<file path="src/rtl/reset_sequencer_pkg.sv">
// reset_sequencer shared types and constants.
// State encoding, stage limit and counter sizing helper.
package reset_sequencer_pkg;

  typedef enum logic [1:0] {
    HOLD  = 2'd0,
    WAIT  = 2'd1,
    STAGE = 2'd2,
    DONE  = 2'd3
  } state_t;

  localparam int MAX_STAGES = 8;
  localparam int KW = $clog2(MAX_STAGES + 1);

  function automatic int cnt_width(
    input int a,
    input int b,
    input int c
  );
    int m;
    m = a;
    if (b > m) m = b;
    if (c > m) m = c;
    return $clog2(m) + 1;
  endfunction

endpackage

</file>
<file path="src/rtl/reset_sequencer_cycle_timer.sv">
// reset_sequencer_cycle_timer: up-counter cleared on demand,
// flags the cycle its count reaches the loaded limit.
module reset_sequencer_cycle_timer #(
  parameter int W = 4
) (
  input  logic         clk,
  input  logic         rst_n,
  input  logic         clr,
  input  logic [W-1:0] last,
  output logic         done
);

  logic [W-1:0] cnt;

  always_ff @(posedge clk) begin
    if (!rst_n || clr) begin
      cnt <= '0;
    end else begin
      cnt <= cnt + 1'b1;
    end
  end

  assign done = (cnt == last);

endmodule

</file>
<file path="src/rtl/reset_sequencer.sv">
// reset_sequencer: PHY reset pulse, settle wait, ordered stage release.
// Define RESET_SEQ_SOFT_EN to let soft_req rerun the sequence.
module reset_sequencer
  import reset_sequencer_pkg::*;
#(
  parameter int PHY_HOLD  = 125000,
  parameter int PHY_WAIT  = 62500,
  parameter int STAGES    = 3,
  parameter int STAGE_GAP = 16
) (
  input  logic              clk,
  input  logic              rst_n,
  input  logic              soft_req,
  output logic              phy_rst_n,
  output logic [STAGES-1:0] stage_rst,
  output logic              ready
);

  localparam int CW = cnt_width(PHY_HOLD, PHY_WAIT, STAGE_GAP);

  state_t        state;
  logic [KW-1:0] k;
  logic          restart;
  logic          tclr;
  logic          tdone;
  logic [CW-1:0] last;

`ifdef RESET_SEQ_SOFT_EN
  assign restart = !rst_n || soft_req;
`else
  logic soft_unused;
  assign soft_unused = soft_req;
  assign restart = !rst_n;
`endif

  always_comb begin
    last = '0;
    unique case (1'b1)
      state == HOLD:  last = CW'(PHY_HOLD - 1);
      state == WAIT:  last = CW'(PHY_WAIT - 1);
      state == STAGE: last = CW'(STAGE_GAP - 1);
      state == DONE:  last = '0;
    endcase
  end

  // Timer restarts at every phase boundary and idles in DONE.
  assign tclr = restart || tdone || (state == DONE);

  reset_sequencer_cycle_timer #(
    .W(CW)
  ) u_timer (
    .clk  (clk),
    .rst_n(rst_n),
    .clr  (tclr),
    .last (last),
    .done (tdone)
  );

  always_ff @(posedge clk) begin
    if (restart) begin
      state     <= HOLD;
      k         <= '0;
      phy_rst_n <= 1'b0;
      stage_rst <= '1;
      ready     <= 1'b0;
    end else begin
      unique case (state)
        HOLD: begin
          if (tdone) begin
            phy_rst_n <= 1'b1;
            state     <= WAIT;
          end
        end
        WAIT: begin
          if (tdone) begin
            stage_rst <= stage_rst & ~STAGES'(1);
            k         <= KW'(1);
            state     <= STAGE;
          end
        end
        STAGE: begin
          if (k == KW'(STAGES)) begin
            ready <= 1'b1;
            state <= DONE;
          end else if (tdone) begin
            stage_rst <= stage_rst & ~(STAGES'(1) << k);
            k         <= k + 1'b1;
          end
        end
        DONE: begin
        end
      endcase
    end
  end

endmodule

</file>
<file path="config.mk">
export PLATFORM = sky130hd
export DESIGN_NAME = reset_sequencer
export DESIGN_NICKNAME = d
export VERILOG_FILES = /design/src/rtl/reset_sequencer_pkg.sv /design/src/rtl/reset_sequencer_cycle_timer.sv /design/src/rtl/reset_sequencer.sv
export SDC_FILE = /design/constraint.sdc
export NUM_CORES = 1
export LEC_CHECK = 0
export CORE_UTILIZATION = 43
export CTS_BUF_LIST = sky130_fd_sc_hd__clkbuf_8 sky130_fd_sc_hd__clkbuf_16
export CTS_CLUSTER_SIZE = 8
export DETAILED_ROUTE_END_ITERATION = 8
export PLACE_DENSITY = 0.7
export SYNTH_ARGS = -nofsm -noshare
export SYNTH_HDL_FRONTEND = slang
export SYNTH_SLANG_ARGS = --single-unit
</file>
<file path="constraint.sdc">
create_clock -name clk -period 8.1 [get_ports clk]
set_clock_uncertainty 0.2 [all_clocks]
set_input_delay 1.62 -clock clk [delete_from_list [all_inputs] [get_ports clk]]
set_output_delay 1.62 -clock clk [all_outputs]
set_load 0.01 [all_outputs]
</file>
### Yosys cells after proc, flatten, opt, wreduce, memory -nomap -nowiden

Index checks and enable logic that the tools add are counted.
W data, S select, Z words.

* register bits after elaboration: 29
* input bits: 3

* $add $sub $neg: 2
* equal/unequal tests: 10
* shift-type cells: 1
* multiplexer cells: 13
* bitwise logic cells: 4
* reduce and logical (&&, ||, !) cells: 12

Operators with widths (number)
* $pmux W18 S4: 1
* $add A18 B1 Y18 const B: 1
* $eq A18 B18 Y1: 1
* $mux W4: 3
* $reduce_and A4 Y1: 3
* $ne A2 B2 Y1 const B: 4
* $pmux W4 S2: 1
* $mux W2: 3
* $mux W3: 2
* $pmux W2 S3: 1
* $pmux W3 S2: 1
* $add A4 B1 Y4 const B: 1
* $eq A2 B2 Y1 const B: 2
* $eq A4 B2 Y1 const B: 1
* $reduce_and A2 Y1: 2
* $shl A1 B4 Y3 const A: 1
* $and A3 B3 Y3: 1
* $logic_or A1 B1 Y1: 3
* $not A3 Y3: 1
* $reduce_bool A3 Y1: 1
* $eq A2 B1 Y1 const B: 1
* $logic_not A2 Y1: 1
* $ne A2 B1 Y1 const B: 1
* $not A1 Y1: 2
* 3 further kinds: 3

### Longest topological paths before layout

Gate-level depths: netlist of the first run.

* depth after elaboration: 6
* gate-level depth with buffers: 10

### By module

Synthesis of the first run repeated with hierarchy kept, for this count alone.

* cells, all modules: 188
* area, all modules: 1705.4 µm²

Modules (own cells, without submodules)
* reset_sequencer_cycle_timer: times used 1, cells each 117, area each 1039.7 µm²
* reset_sequencer: times used 1, cells each 71, area each 665.6 µm²

### Least setup slack after synthesis of the first run

OpenSTA, ideal clock, no wires.

* path kind: input to register
* start point: input rst_n
* end point: register u_timer.cnt[13]
* setup time: 0.064 ns
* arrival: 2.660 ns
* setup slack: 5.176 ns
* stages: 6
* path buffers: 3
* cell sequence: clkbuf_1 -> inv_1 -> or3_1 -> buf_4 -> buf_6 -> nor2_1

* word-level cells in the longest chain between the ends: 4

RTL lines
* from (decl): line reset_sequencer.sv:12 `input logic rst_n,`
* $logic_not A1 Y1 (*): line reset_sequencer_cycle_timer.sv:16, reset_sequencer.sv:33
* $logic_or A1 B1 Y1 (2 in a row): line reset_sequencer.sv:47 `assign tclr = restart || tdone || (state == DONE);`
* $logic_or A1 B1 Y1 (*): line reset_sequencer_cycle_timer.sv:16 `if (!rst_n || clr) begin`
* to (signal assigned): line reset_sequencer_cycle_timer.sv:19 `cnt <= cnt + 1'b1;`
* to (decl): line reset_sequencer_cycle_timer.sv:13 `logic [W-1:0] cnt;`

Mark *: on every way between the ends. The rest lies on a longest branch, timed or not.
A chain may end at the register's enable or synchronous reset.

### Worst setup path after layout of the first run

Same ends and word-level chain as after synthesis.

==> summary.md, run 1 <==
| Metric | Value |
|---|---|
| WP buf/inv | 2 |
| ANT cells | 0 |
| Number of buffers created by CTS | 5 |
| RR Endpoint | u_timer.cnt[13] |
| Vias per inst | 5.403 |
| CP max FO | 18 |
| Final Cycle Share | 40.86% |
| Max Slew Vio Count | 0 |
| Initial DRC count | 35 |
| Critical path type | in -> reg |
| Gate power share | 21.7% |
| Tmin final | 3.310 ns |
| Die ar. | 0.003798 sq mm |
| Wire per inst | 13.36 um |
| Cell area after layout | 0.001710 sq mm |
| Reg2reg setup slack | 4.95 ns |
| GR Util All Layers | 18.67% |
| Place WS | 4.502 ns |
| Worst r2r src | state[0] |
| Post-synth cell types | 42 |
| GPL Wtd Cong | 0.8274 |
| Initial antenna violation count | 0 |
| Leak | 0.5963 nW |
| Clk network pwr share | 35.5% |
| Synth cell count leaders | nor2_1 (30), dfxtp_1 (29), nand2_1 (15), nand3_1 (11), xnor2_1 (11) |
| Slew at the pin closest to its max-slew limit | 0.7533 ns |
| Power per cell area | 217.8 mW/mm^2 |
| Syn_nets | 188 |
| Top-area cell type share of the netlist area | 37.97% |
| Asr flop ratio synth | 0% |
| Arr. time, crit path | 3.32 ns |
| Rows | 21 |
| Final Setup Violations | 0 |
| Die Y | 61.63 um |
| Seq/Total Area, Yosys | 37.97% |
| Clk pin slew, worst setup/hold paths | 0.07 ns |
| Hold_ws | 0.2629 ns |
| CTS tree | done |
| Number of cells on the critical path | 4 |
| Final Net Count | 196 |
| Area growth syn-to-layout | 11.87% |
| Cells after Synth | 178 |
| Critical path endpoint category | flop |
| Crit path from | rst_n |
| Pint | 0.2590 mW |
| Delay-heaviest family, CP | simple AND/OR/NAND/NOR gates |
| Avg Synthesized Cell Area | 8.590 sq um |
| Synth area leaders | dfxtp_1 (38%), nor2_1 (7.4%), xnor2_1 (6.3%) |
| Fmax | 0.3022 GHz |
| Dpl hpwl | 2.181 mm |
| GR Overflow Total | 0 |
| Primary FF master, synth | dfxtp_1 |
| CP peak stage delay | 0.65 ns |
| # DRC | 0 |
| Post-synth EDFFs | 0 |
| Startpoint Class | primary input |
| I/O pins | 8 |
| YS warnings | 0 |
| CTS Hold Bufs | 0 |
| CTS root buf | clkbuf_8 |
| CORE AREA | 0.003363 sq mm |
| Final ANT Viol Nets | 0 |
| Status | finished, final reports clean |
| Total power | 0.3725 mW |
| Final WS setup | 4.790 ns |
| Synth area leader | dfxtp_1 |
| Tightest Hold Check Type | reg -> reg |
| Slew headroom | 49.32% |
| Seq cells post-synth | 29 |
| Initial Utilization | 45.46% |
| Skew-Pair Late Insertion Delay | 0.28 ns |
| NetSw | 0.1135 mW |
| Worst path slowest cell | or3_1 |
| Vias in the first global route | 1159 |
| Net Sw Frac | 30.47% |
| First-pass GRT wire length | 5.099 mm |
| Max-Cap Viols | 0 |
| Drt pass-1 iters | 4 |
| Final setup TNS | 0 ns |
| Dpl cell area | 0.001609 sq mm |
| Die W | 61.63 um |
| H-tree Lvls | 2 |
| Hold Vio Cnt, Final | 0 |
| Critical path cell sequence | clkdlybuf4s50_1, inv_1, or3_1, nor2_1 |
| VDD IR max | 0.1105 mV |
| Setup crit end | u_timer.cnt[13] |
| Critical path data required time | 8.11 ns |
| Unrepaired setup endpoints after global routing | no |
| Routed WL | 3.113 mm |
| Layout cell share with drive strength beyond 1 | 8.021% |
| Setup repair bufs after CTS | 0 |
| Synthesized area | 0.001529 sq mm |
| Reg2Reg Depth | 7 |
| Largest net degree at the start of global routing | 19 |
| CTS-repair resized insts | 0 |
| Sequential power share | 42.8% |
| Cell with the most instances after synthesis | nor2_1 |
| Sink Count | 29 |
| Buffer depth of the longest clock path | 2 |
| PortBufs | 6 |
| Via count | 1259 |
-- cells by family (layout without fill, tap and decap cells) --
kind of cell | count (synthesis) | count (layout) | synth area share (%)
AO/OA/AOI/OAI | 27 | 27 | 13.34
flip-flops | 29 | 29 | 37.97
AND/OR/NAND/NOR | 81 | 81 | 27.09
adder cells (fa/ha/maj) | 7 | 7 | 5.728
XOR/XNOR | 18 | 18 | 10.31
buffers and inverters | 15 | 24 | 4.911
multiplexers | 1 | 1 | 0.6547
-- tightest hold or removal path, delay by kind of cell (launching register included) --
| family | cells | cell delay, ns |
|---|---|---|
| flops | 1 | 0.31 |
| compound gates | 1 | 0.06 |
| simple gates | 1 | 0.05 |
-- power by group through the flow --
stage               Combinational, mW  Sequential (mW)  Clock [mW]
global placement               0.0755            0.162           0
floorplan                      0.0647            0.161           0
global route                   0.0893            0.161       0.141
CTS                            0.0805            0.159       0.132
detailed placement             0.0791            0.163           0
finish                         0.0806            0.160       0.132
-- routing by layer --
layer	up-vias	wire [um]	part of all wire, %	GRT usage (%)
li1	640	-	-	-
met1	587	1441	46	24.46
met2	27	1507	48	28.11
met3	5	124	4.0	6.303
met4	0	40	1.3	7.619
met5	-	0	0	0
-- registers in the layout, summed over array words and instances (netlist names) --
| register | count |
|---|---|
| u_timer.cnt | 18 |
| k | 4 |
| stage_rst | 3 |
| state | 2 |
| phy_rst_n | 1 |
| ready | 1 |
-- worst min-delay path by stage --
stage,from,end,slack [ns],cells past startpoint
4_1_cts,stage_rst[1],stage_rst[1],0.26,2
3_3_place_gp,stage_rst[2],stage_rst[2],0.24,2
5_1_grt,stage_rst[1],stage_rst[1],0.27,2
2_1_floorplan,u_timer.cnt[0],u_timer.cnt[0],0.25,1
3_5_place_dp,ready,ready,0.25,2
6_report,stage_rst[2],stage_rst[2],0.26,2
-- per-stage QoR --
step                      instances  util, %
after detailed placement        225    47.84
final                           233    50.86
after CTS                       233    50.86
after global placement          225    47.84
after floorplan                 178        -
after global routing            233    50.86
-- area by class of cell --
class / instances / area, sq um
fillers: 331 / 1653
multi-input cells: 134 / 873.3
flip-flops and latches: 29 / 580.6
clock buffers: 7 / 96.34
repair buffers: 6 / 60.06
well taps: 46 / 57.56
inverters: 10 / 37.54
clock inverters: 1 / 5.005
-- cell usage in the layout (no fill, tap or decap), drive strengths merged, types with 6 or more instances in the layout --
master	netlist	final
nor2	30	30
dfxtp	29	29
nand2	15	15
xnor2	11	11
nand3	11	11
inv	10	10
xor2	7	7
a21oi	7	7
ha	7	7
clkbuf	2	7
clkdlybuf4s50	0	6
(Power assumes the default switching activity.)
==> run 2, diff against run 1 <==
--- a/config.mk
+++ b/config.mk
@@ -9,7 +9,7 @@
 export CTS_BUF_LIST = sky130_fd_sc_hd__clkbuf_8 sky130_fd_sc_hd__clkbuf_16
 export CTS_CLUSTER_SIZE = 8
 export DETAILED_ROUTE_END_ITERATION = 8
-export PLACE_DENSITY = 0.7
+export PLACE_DENSITY = 0.73
 export SYNTH_ARGS = -nofsm -noshare
 export SYNTH_HDL_FRONTEND = slang
 export SYNTH_SLANG_ARGS = --single-unit
==> constraint.sdc (replaced) <==
create_clock -name clk -period 2.9 [get_ports clk]
set_clock_uncertainty 0.2 [all_clocks]
set_input_delay 0.58 -clock clk [delete_from_list [all_inputs] [get_ports clk]]
set_output_delay 0.58 -clock clk [all_outputs]
set_load 0.01 [all_outputs]
==> summary.md, run 2 (same netlist as run 1, synthesis figures left out) <==
| Metric | Value |
|---|---|
| Tmin final | 2.660 ns |
| Max-Cap Viols | 0 |
| Fmax | 0.3760 GHz |
| Via count | 1265 |
| Layout cell share with drive strength beyond 1 | 9.424% |
| CTS root buf | clkbuf_8 |
| Commonest cells after routing, fill and taps aside | nor2_1 (30), dfxtp_1 (29), nand2_1 (15) |
| Leak | 0.6159 nW |
| Tightest Hold Check Type | reg -> reg |
| PortBufs | 6 |
| Critical path type | reg -> reg |
| Slew headroom | 49.15% |
| Non-filler cells, final | 237 |
| Biggest regs | u_timer.cnt: 18 flops, k: 4 flops, stage_rst: 3 flops |
| Unrepaired setup endpoints after global routing | no |
| Post-Place Cells | 230 |
| Initial DRC count | 47 |
| CORE AREA | 0.003363 sq mm |
| CP max FO | 6 |
| Vias per inst | 5.338 |
| Wire per inst | 12.05 um |
| Setup repair bufs after CTS | 0 |
| GR Overflow Total | 0 |
| Die W | 61.63 um |
| Hold Vio Cnt, Final | 0 |
| First-pass GRT wire length | 4.547 mm |
| Final Cycle Share | 91.71% |
| Sink Count | 29 |
| Final setup TNS | 0 ns |
| Rows | 21 |
| Area growth syn-to-layout | 13.34% |
| Die ar. | 0.003798 sq mm |
| GR Util All Layers | 17.35% |
| CTS-repair resized insts | 0 |
| Final Setup Violations | 0 |
| Initial Utilization | 45.46% |
| VDD IR max | 0.2537 mV |
| Drt pass-1 iters | 4 |
| Most common cell after layout, fill and taps aside | nor2_1 |
| Hold Path Origin | ready |
| Buffer depth of the longest clock path | 2 |
| Worst r2r src | state[0] |
| Reg2reg setup slack | 0.24 ns |
| CTS Hold Bufs | 0 |
| Status | finished, final reports clean |
| Arr. time, crit path | 2.67 ns |
| H-tree Lvls | 2 |
| Setup crit end | k[0] |
| Largest net degree at the start of global routing | 19 |
| RR Endpoint | k[0] |
| Startpoint Class | flop |
| Dpl hpwl | 2.033 mm |
| Number of buffers created by CTS | 5 |
| Max Slew Vio Count | 0 |
| Routed WL | 2.855 mm |
| Slew at the pin closest to its max-slew limit | 0.7557 ns |
| Power per cell area | 577.0 mW/mm^2 |
| Max FFs per register | 18 |
| CTS tree | done |
| Reg with most FFs | u_timer.cnt |
| ANT cells | 0 |
| Initial antenna violation count | 0 |
| Reg2Reg Depth | 7 |
| # DRC | 0 |
| Final Net Count | 201 |
| Critical path data required time | 2.91 ns |
| Vias in the first global route | 1037 |
| GPL Wtd Cong | 0.8063 |
| Die Y | 61.63 um |
| Final ANT Viol Nets | 0 |
| FILL cells | 332 |
| Skew-Pair Late Insertion Delay | 0.29 ns |
| Critical path endpoint category | flop |
| Clk pin slew, worst setup/hold paths | 0.06 ns |
| Crit path from | state[0] |
| I/O pins | 8 |
[run 2: worst max-delay path, cell delays in order, from the launching register on]
cell      delay, ns
dfxtp_1        0.43
inv_1          0.10
ha_1           0.22
or2_4          0.24
o41a_1         0.37
or4_4          0.58
a21o_1         0.21
a221oi_2       0.24
[run 2: layout make-up]
type	count	area (sq um)	share of cell area (%)
clock buffer	6	82.58	4.765
clock inverter	1	3.754	0.2166
inverter	10	37.54	2.166
multi-input combinational	134	873.3	50.40
sequential	29	580.6	33.50
tap	46	57.56	3.321
timing repair buffer	11	97.59	5.632
[run 2: how the worst min path moves through the flow]
stage,end,depth (start not counted)
global placement,stage_rst[1],2
detailed placement,ready,2
finish,ready,2
global route,ready,2
floorplan,u_timer.cnt[0],1
CTS,ready,2
[run 2: power by group]
group	internal, mW	switching (mW)	leakage (nW)	total, mW
sequential	0.419	0.0264	0.234	0.445
clock	0.184	0.140	0.0485	0.324
combinational	0.100	0.131	0.333	0.231
total	0.703	0.297	0.616	1.00
[run 2: per-stage QoR]
| step | hold WS, ns | setup WS, ns | utilization, % | power, mW | cell area, sq um |
|---|---|---|---|---|---|
| after global routing | 0.2627 | 0.1276 | 51.53 | 1.058 | 1733 |
| after global placement | 0.2392 | 0.2856 | 48.96 | 0.6784 | 1647 |
| after CTS | 0.2529 | 0.2206 | 51.53 | 1.011 | 1733 |
| after floorplan | 0.2483 | 0.3000 | - | 0.6316 | 1529 |
| final | 0.2481 | 0.2404 | 51.53 | 0.9998 | 1733 |
| after detailed placement | 0.2442 | 0.2263 | 48.96 | 0.6839 | 1647 |
[run 2: per-layer routing]
metal  part of all wire, %  global-route usage, %  vias up  wire (um)
met5                     0                      0        -          0
met1                    50                  21.83      567       1432
met3                   4.6                  6.092        8        131
met2                    42                  24.27       29       1211
li1                      -                      -      661          -
met4                   2.8                  12.70        0         80
